$ cat config.mk
export PLATFORM = sky130hd
export DESIGN_NAME = seq_math_unit
export DESIGN_NICKNAME = d
export VERILOG_FILES = /design/src/rtl/math_pkg.sv /design/src/rtl/ripple_adder_n.sv /design/src/rtl/seq_math_unit.sv
export SDC_FILE = /design/constraint.sdc
export NUM_CORES = 1
export LEC_CHECK = 0
export ABC_CLOCK_PERIOD_IN_PS = 8500
export BUFFER_PORTS_ARGS = -buffer_cell sky130_fd_sc_hd__buf_2
export CORE_ASPECT_RATIO = 0.6
export CORE_MARGIN = 10
export CORE_UTILIZATION = 45
export CTS_CLUSTER_DIAMETER = 120
export CTS_CLUSTER_SIZE = 20
export DETAILED_ROUTE_END_ITERATION = 16
export PLACE_DENSITY = 0.69
export SETUP_SLACK_MARGIN = 0.1
export SLEW_MARGIN = 20
export SYNTH_ARGS = -nofsm -noshare
export SYNTH_HDL_FRONTEND = slang
export SYNTH_HIERARCHICAL = 1
export SYNTH_SLANG_ARGS = --single-unit
$ cat constraint.sdc
create_clock -name clk -period 8.5 [get_ports clk]
set_input_delay 1.275 -clock clk [delete_from_list [all_inputs] [get_ports clk]]
set_output_delay 1.275 -clock clk [all_outputs]
set_load 0.005 [all_outputs]
$ cat src/rtl/math_pkg.sv
// Shared opcode and FSM state definitions for the sequential math unit.
package math_pkg;

    localparam logic [1:0] OP_ADD = 2'b00;
    localparam logic [1:0] OP_SUB = 2'b01;
    localparam logic [1:0] OP_MUL = 2'b10;

    typedef enum logic [1:0] {
        ST_IDLE  = 2'd0,
        ST_ARITH = 2'd1,
        ST_MUL   = 2'd2,
        ST_DONE  = 2'd3
    } state_t;

endpackage

$ cat src/rtl/ripple_adder_n.sv
// Parametrised ripple-carry adder; also exposes the carry into the MSB
// so the caller can derive signed overflow as cout ^ cmsb.
module ripple_adder_n #(
    parameter int WIDTH = 4
) (
    input  logic [WIDTH-1:0] a_i,
    input  logic [WIDTH-1:0] b_i,
    input  logic             cin_i,
    output logic [WIDTH-1:0] sum_o,
    output logic             cout_o,
    output logic             cmsb_o
);

    logic carry;

    // Walk the carry from LSB to MSB one full-adder cell at a time.
    always_comb begin
        sum_o  = '0;
        cmsb_o = 1'b0;
        carry  = cin_i;
        for (int i = 0; i < WIDTH; i++) begin
            if (i == WIDTH - 1) begin
                cmsb_o = carry;
            end
            sum_o[i] = a_i[i] ^ b_i[i] ^ carry;
            carry    = (a_i[i] & b_i[i]) | (a_i[i] & carry) | (b_i[i] & carry);
        end
        cout_o = carry;
    end

endmodule

$ cat src/rtl/seq_math_unit.sv
// Registered ADD/SUB/MUL unit with a start/busy/done handshake.
// Results and flags are held until the next operation completes.
module seq_math_unit
    import math_pkg::*;
#(
    parameter int WIDTH = 4
) (
    input  logic                 clk,
    input  logic                 rst_n,
    input  logic                 start,
    input  logic [1:0]           op,
    input  logic [WIDTH-1:0]     a,
    input  logic [WIDTH-1:0]     b,
    output logic                 busy,
    output logic                 done,
    output logic [2*WIDTH-1:0]   result,
    output logic                 carry,
    output logic                 ovf,
    output logic                 zero,
    output logic                 neg
);

    localparam int PW = 2 * WIDTH;
    localparam int CW = (WIDTH > 1) ? $clog2(WIDTH) : 1;

    state_t          state_q, state_d;
    logic [1:0]      op_q, op_d;
    logic [PW-1:0]   opA_q, opA_d;
    logic [WIDTH-1:0] opB_q, opB_d;
    logic [PW-1:0]   product_q, product_d;
    logic [CW-1:0]   count_q, count_d;
    logic            busy_q, busy_d;
    logic            done_q, done_d;
    logic [PW-1:0]   result_q, result_d;
    logic            carry_q, carry_d;
    logic            ovf_q, ovf_d;
    logic            zero_q, zero_d;
    logic            neg_q, neg_d;

    logic             isSub;
    logic [WIDTH-1:0] arithB;
    logic [WIDTH-1:0] arithSum;
    logic             arithCout;
    logic             arithCmsb;
    logic [PW-1:0]    mulAddend;
    logic [PW-1:0]    mulSum;
    logic             unusedMulCout;
    logic             unusedMulCmsb;

    // SUB reuses the adder as a + ~b + 1; reserved opcode falls through as ADD.
    assign isSub  = (op_q == OP_SUB);
    assign arithB = isSub ? ~opB_q : opB_q;

    ripple_adder_n #(.WIDTH(WIDTH)) uArithAdder (
        .a_i    (opA_q[WIDTH-1:0]),
        .b_i    (arithB),
        .cin_i  (isSub),
        .sum_o  (arithSum),
        .cout_o (arithCout),
        .cmsb_o (arithCmsb)
    );

    // The multiplicand register is shifted left each step, so it already
    // equals multiplicand << count when it is added.
    assign mulAddend = opB_q[0] ? opA_q : '0;

    ripple_adder_n #(.WIDTH(PW)) uMulAdder (
        .a_i    (product_q),
        .b_i    (mulAddend),
        .cin_i  (1'b0),
        .sum_o  (mulSum),
        .cout_o (unusedMulCout),
        .cmsb_o (unusedMulCmsb)
    );

    // Next-state and datapath updates; everything holds unless a state acts.
    always_comb begin
        state_d   = state_q;
        op_d      = op_q;
        opA_d     = opA_q;
        opB_d     = opB_q;
        product_d = product_q;
        count_d   = count_q;
        busy_d    = busy_q;
        done_d    = 1'b0;
        result_d  = result_q;
        carry_d   = carry_q;
        ovf_d     = ovf_q;
        zero_d    = zero_q;
        neg_d     = neg_q;
        unique case (state_q)
            ST_IDLE: begin
                if (start) begin
                    op_d      = op;
                    opA_d     = {{WIDTH{1'b0}}, a};
                    opB_d     = b;
                    product_d = '0;
                    count_d   = '0;
                    busy_d    = 1'b1;
                    state_d   = (op == OP_MUL) ? ST_MUL : ST_ARITH;
                end
            end
            ST_ARITH: begin
                result_d = {{WIDTH{1'b0}}, arithSum};
                carry_d  = arithCout;
                ovf_d    = arithCout ^ arithCmsb;
                neg_d    = arithSum[WIDTH-1];
                zero_d   = (arithSum == '0);
                busy_d   = 1'b0;
                done_d   = 1'b1;
                state_d  = ST_DONE;
            end
            ST_MUL: begin
                product_d = mulSum;
                opA_d     = opA_q << 1;
                opB_d     = opB_q >> 1;
                count_d   = count_q + CW'(1);
                if (count_q == CW'(WIDTH - 1)) begin
                    result_d = mulSum;
                    carry_d  = 1'b0;
                    ovf_d    = 1'b0;
                    neg_d    = 1'b0;
                    zero_d   = (mulSum == '0);
                    busy_d   = 1'b0;
                    done_d   = 1'b1;
                    state_d  = ST_DONE;
                end
            end
            ST_DONE: begin
                state_d = ST_IDLE;
            end
            default: begin
                state_d = ST_IDLE;
            end
        endcase
    end

    // State and output registers with synchronous active-low reset.
    always_ff @(posedge clk) begin
        if (!rst_n) begin
            state_q   <= ST_IDLE;
            op_q      <= OP_ADD;
            opA_q     <= '0;
            opB_q     <= '0;
            product_q <= '0;
            count_q   <= '0;
            busy_q    <= 1'b0;
            done_q    <= 1'b0;
            result_q  <= '0;
            carry_q   <= 1'b0;
            ovf_q     <= 1'b0;
            zero_q    <= 1'b1;
            neg_q     <= 1'b0;
        end else begin
            state_q   <= state_d;
            op_q      <= op_d;
            opA_q     <= opA_d;
            opB_q     <= opB_d;
            product_q <= product_d;
            count_q   <= count_d;
            busy_q    <= busy_d;
            done_q    <= done_d;
            result_q  <= result_d;
            carry_q   <= carry_d;
            ovf_q     <= ovf_d;
            zero_q    <= zero_d;
            neg_q     <= neg_d;
        end
    end

    assign busy   = busy_q;
    assign done   = done_q;
    assign result = result_q;
    assign carry  = carry_q;
    assign ovf    = ovf_q;
    assign zero   = zero_q;
    assign neg    = neg_q;

endmodule
# Word level (Yosys, flattened, before mapping)
# Index checks and enable logic that the tools add are counted.
# totals
ff_bits	40
latch_bits	0
ramBits	0
mem_bits_ro	0
in_bits	13
word_cells	135
mem_count	0
# classes
addsub	1
mul	0
n_div	0
order_cmp	0
eq_ne	8
shift	0
mux	26
bitwise_logic	76
reduce_logical	11
# op_table
op	count
8-bit case mux with 2 select lines	3
8-bit two-way mux	4
1-bit bitwise AND	31
1-bit bitwise XOR	24
1-bit bitwise OR	20
1-bit case mux with 2 select lines	5
2-bit == test (second input constant)	4
8-bit logical NOT	1
2-bit two-way mux	4
4-bit two-way mux	2
2-bit case mux with 4 select lines	1
4-bit case mux with 2 select lines	1
2-bit AND reduction	4
2-bit by 1-bit == test with 1-bit output (second input constant)	2
4-bit logical NOT	1
1-bit two-way mux	4
2-bit inequality test (second input constant)	2
4-bit NOT	1
2-bit case mux with 2 select lines	1
2-bit nonzero test	2
1-bit case mux with 3 select lines	1
3-bit AND reduction	1
3-bit nonzero test	1
2-bit by 1-bit adder with 2-bit output (second input constant)	1
2-bit logical NOT	1

# Depth between registers and ports, before layout
# depth
depth_word	24
ltp_mapped	17
depth_no_buf	16

# By module
# The synthesis kept the hierarchy.
# by_module_without_submodules
module	n_inst	cells_per_inst	area_per_inst_um2	seq_area_each_um2
seq_math_unit	1	193	1888.1	800.8
ripple_adder_n at uMulAdder	1	18	197.7	0.0
ripple_adder_n at uArithAdder	1	14	117.6	0.0

# Worst setup path before layout
# Ideal clock, no wire load.
# synth_timing
path_kind	reg-to-reg
startpoint	register opB_q[0]
endpoint	register zero_q (netlist: zero)
setup_time_ps	123
arrival_ps	3994
required_time_ps	8377
slack_ps	4383
path_stages_with_launch	18
path_buffers	1
path_cell_list	dfxtp_1 > clkbuf_1 > and2_1 > inv_1 > fa_1 > inv_1 > fa_1 > fa_1 > fa_1 > fa_1 > fa_1 > fa_1 > inv_1 > fa_1 > inv_1 > nor2_1 > and4_1 > o32a_2
# synth_between
elab_chain_len	24
# synth_rtl
item	line_no	source
from (decl)	seq_math_unit.sv:29	logic [WIDTH-1:0] opB_q, opB_d;
from (signal assigned)	seq_math_unit.sv:158	opB_q <= opB_d;
8-bit two-way mux (*)	seq_math_unit.sv:65	assign mulAddend = opB_q[0] ? opA_q : '0;
net mulAddend[0]	seq_math_unit.sv:45	logic [PW-1:0] mulAddend;
1-bit bitwise AND (*)	ripple_adder_n.sv:26	carry = (a_i[i] & b_i[i]) | (a_i[i] & carry) | (b_i[i] & carry);
1-bit bitwise AND	ripple_adder_n.sv:26	
1-bit bitwise OR	ripple_adder_n.sv:26	
1-bit bitwise OR (*)	ripple_adder_n.sv:26	
1-bit bitwise AND	ripple_adder_n.sv:26	
1-bit bitwise OR	ripple_adder_n.sv:26	
[... 11 more ...]	n/a	
1-bit bitwise OR	ripple_adder_n.sv:26	
1-bit bitwise OR (*)	ripple_adder_n.sv:26	
net unusedMulCmsb	seq_math_unit.sv:48	logic unusedMulCmsb;
1-bit bitwise XOR (*)	ripple_adder_n.sv:25	sum_o[i] = a_i[i] ^ b_i[i] ^ carry;
net mulSum[7]	seq_math_unit.sv:46	logic [PW-1:0] mulSum;
8-bit logical NOT (*)	seq_math_unit.sv:123	zero_d = (mulSum == '0);
1-bit two-way mux (*)	seq_math_unit.sv:118	if (count_q == CW'(WIDTH - 1)) begin
1-bit case mux with 2 select lines (*)	seq_math_unit.sv:91	unique case (state_q)
to (signal assigned)	seq_math_unit.sv:166	zero_q <= zero_d;
to (decl)	seq_math_unit.sv:37	logic zero_q, zero_d;
# The timed path passes the listed nets; every way through them passes the cells marked *. The select of a mux whose other input is x is not followed.
# A chain may end at the register's enable or synchronous reset.

# Worst setup path in the final report
# Same ends and word-level chain as after synthesis.

==> run metrics <==
WP buf/inv=4; Worst setup SP type=flip-flop; Avg Cell Area, Syn=between 9 and 10 um2; DP Cell Count=300; worst r2r src=opB_q[0]$_SDFFE_PN0P_; most frequent cells in the layout=dfxtp_1, nor2_1, buf_2; CTS-repair resized insts=0; num rows=19; layout cells sized above 1=roughly 16%; Ports=27; FF/Latch Area=about 800 um2; PD cells=297 nW/um2; Initial Utilization=47.4%; Die ar.=8180 um2; max-slew violation count=0; WHS=0.455 ns; Remaining DRCs=0; highest-delay cell along the critical path=dfxtp_1; Non-Filler Instances=308; die width=110 um; setup TNS=0 ns; number of clock sinks=40; CTS tree=built; GPL Wtd Cong=0.904; critical path data required time=8.68 ns; Crit path max-delay family=adder cells; worst hold path class=reg -> reg; RSZ-0062 raised after global routing=no; # Max-Cap Violations=0; TritonRoute pass-1 iters=4; Critical Path Max Stage Delay=0.40 ns; Mapped Cells=224; Root Driver=clkbuf_8; Final Hold Fails=0; critical path endpoint category=flip-flop; vias post-DR=1,606; maximum number of pins on one net before global-route repair=38; post-synth net total=255; f_max=0.236 GHz; crit share post-route=49.9%; Net count, final=275; cts bufs inserted=5; Port Buffers=26; static leakage=between 1 and 1.5 nW; initial antenna violation count=0; commonest non-fill, non-tap cell in the layout=dfxtp_1; status=completed; Cell Area, Synth=2200 um2; CP Launch Point=opB_q[0]$_SDFFE_PN0P_; setup bufs post-CTS=0; Max Buffers Root-to-Sink=2; worst vdd ir=0.123 mV; clock skew=approximately 0.0066 ns; Slew HR=51.2%; CP Cell Sequence=and2_1 > inv_1 > fa_1 > inv_1 > fa_1 > fa_1 > fa_1 > fa_1 > fa_1 > fa_1 > inv_1 > fa_1 > inv_1 > nor2_1 > and4_1 > o32a_2; total gr overflow=0; synth warn=6; vias in the first global route=around 1,500; multi-input logic area=1190 um2; Vias/cell=5.21; most used cell, CP=fa_1; Crit Path Category=reg -> reg; layout overhead on the synthesized area=8.36%; fin crit period=4.24 ns; Final ANT Viol Nets=0; CP Max Fanout=10; initial DRC count=around 130; first-pass GRT wire length=7630 um; Clock Pin Slew Worst Setup and Hold Paths=approximately 0.08 ns; Hold Buf Count CTS=0; core area=4640 um2; GRT Overall Usage=a little under an eighth; final core occ=between 50% and 60%; hpwl dp=between 3000 and 4000 um; Worst-Margin Slew=0.712 ns; Arr. time, crit path=4.43 ns; Post-Route WL=4600 um; Max H-tree Level=2; Fill cells=about 450; hold_sp=op_q[1]$_SDFFE_PN0P_; # setup viols final=0; Die Ht=74.2 um; Routed WL per cell=14.9 um; clk_lat worst skew=0.29 ns; # diodes=0
## metal layers
metal  up-vias  track usage, %  share of wire, %
met4         0            4.26               1.3
met1       748            17.0                51
met2        44            15.8                41
met5         -               0                 0
met3         7            3.97               6.6
li1        807               -                 -
## state kept, by name (all words and copies together) (netlist names)
| signal | cells |
|---|---|
| busy | 1 |
| carry | 1 |
| count_q | 2 |
| done | 1 |
| neg | 1 |
| opA_q | 8 |
| opB_q | 4 |
| op_q | 2 |
| ovf | 1 |
| product_q | 8 |
| result | 8 |
| state_q | 2 |
| zero | 1 |
## worst reg2reg max path, delay by kind of cell (launching register included)
family                   cells  cell delay (ns)
adder cells (fa/ha/maj)      8             2.86
flip-flops                   1             0.40
AND/OR/NAND/NOR              3             0.39
buffers and inverters        4             0.29
AO/OA/AOI/OAI                1             0.18
## stage by stage
step	power, mW	worst slack, ns	cell area, um2
floorplan	0.528	4.38	2200
global placement	0.573	4.36	2290
detailed placement	0.579	4.28	2290
CTS	0.713	4.26	2380
global route	0.767	4.01	2380
finish	0.708	4.26	2380
## layout make-up
cell class	count	area share, %
Tap cell	63	3.31
Multi-Input combinational cell	146	49.8
Clock buffer	8	3.78
Inverter	24	3.78
Sequential cell	40	33.6
Timing Repair Buffer	27	5.77
## worst paths after layout
path	to	slack, ns	cells after the start
setup / recovery	zero$_SDFFE_PN1P_	4.26	16
hold / removal	op_q[1]$_SDFFE_PN0P_	0.45	2
setup reg to reg	zero$_SDFFE_PN1P_	4.26	16
hold reg to reg	op_q[1]$_SDFFE_PN0P_	0.45	2
## power breakdown
group          internal, mW  total (mW)  leakage (nW)  switching [mW]
logic                 0.131       0.322         0.631           0.191
clock network        0.0663       0.131        0.0455          0.0650
registers             0.224       0.255         0.326          0.0311
Note: power is estimated with default switching activity, not from simulation.
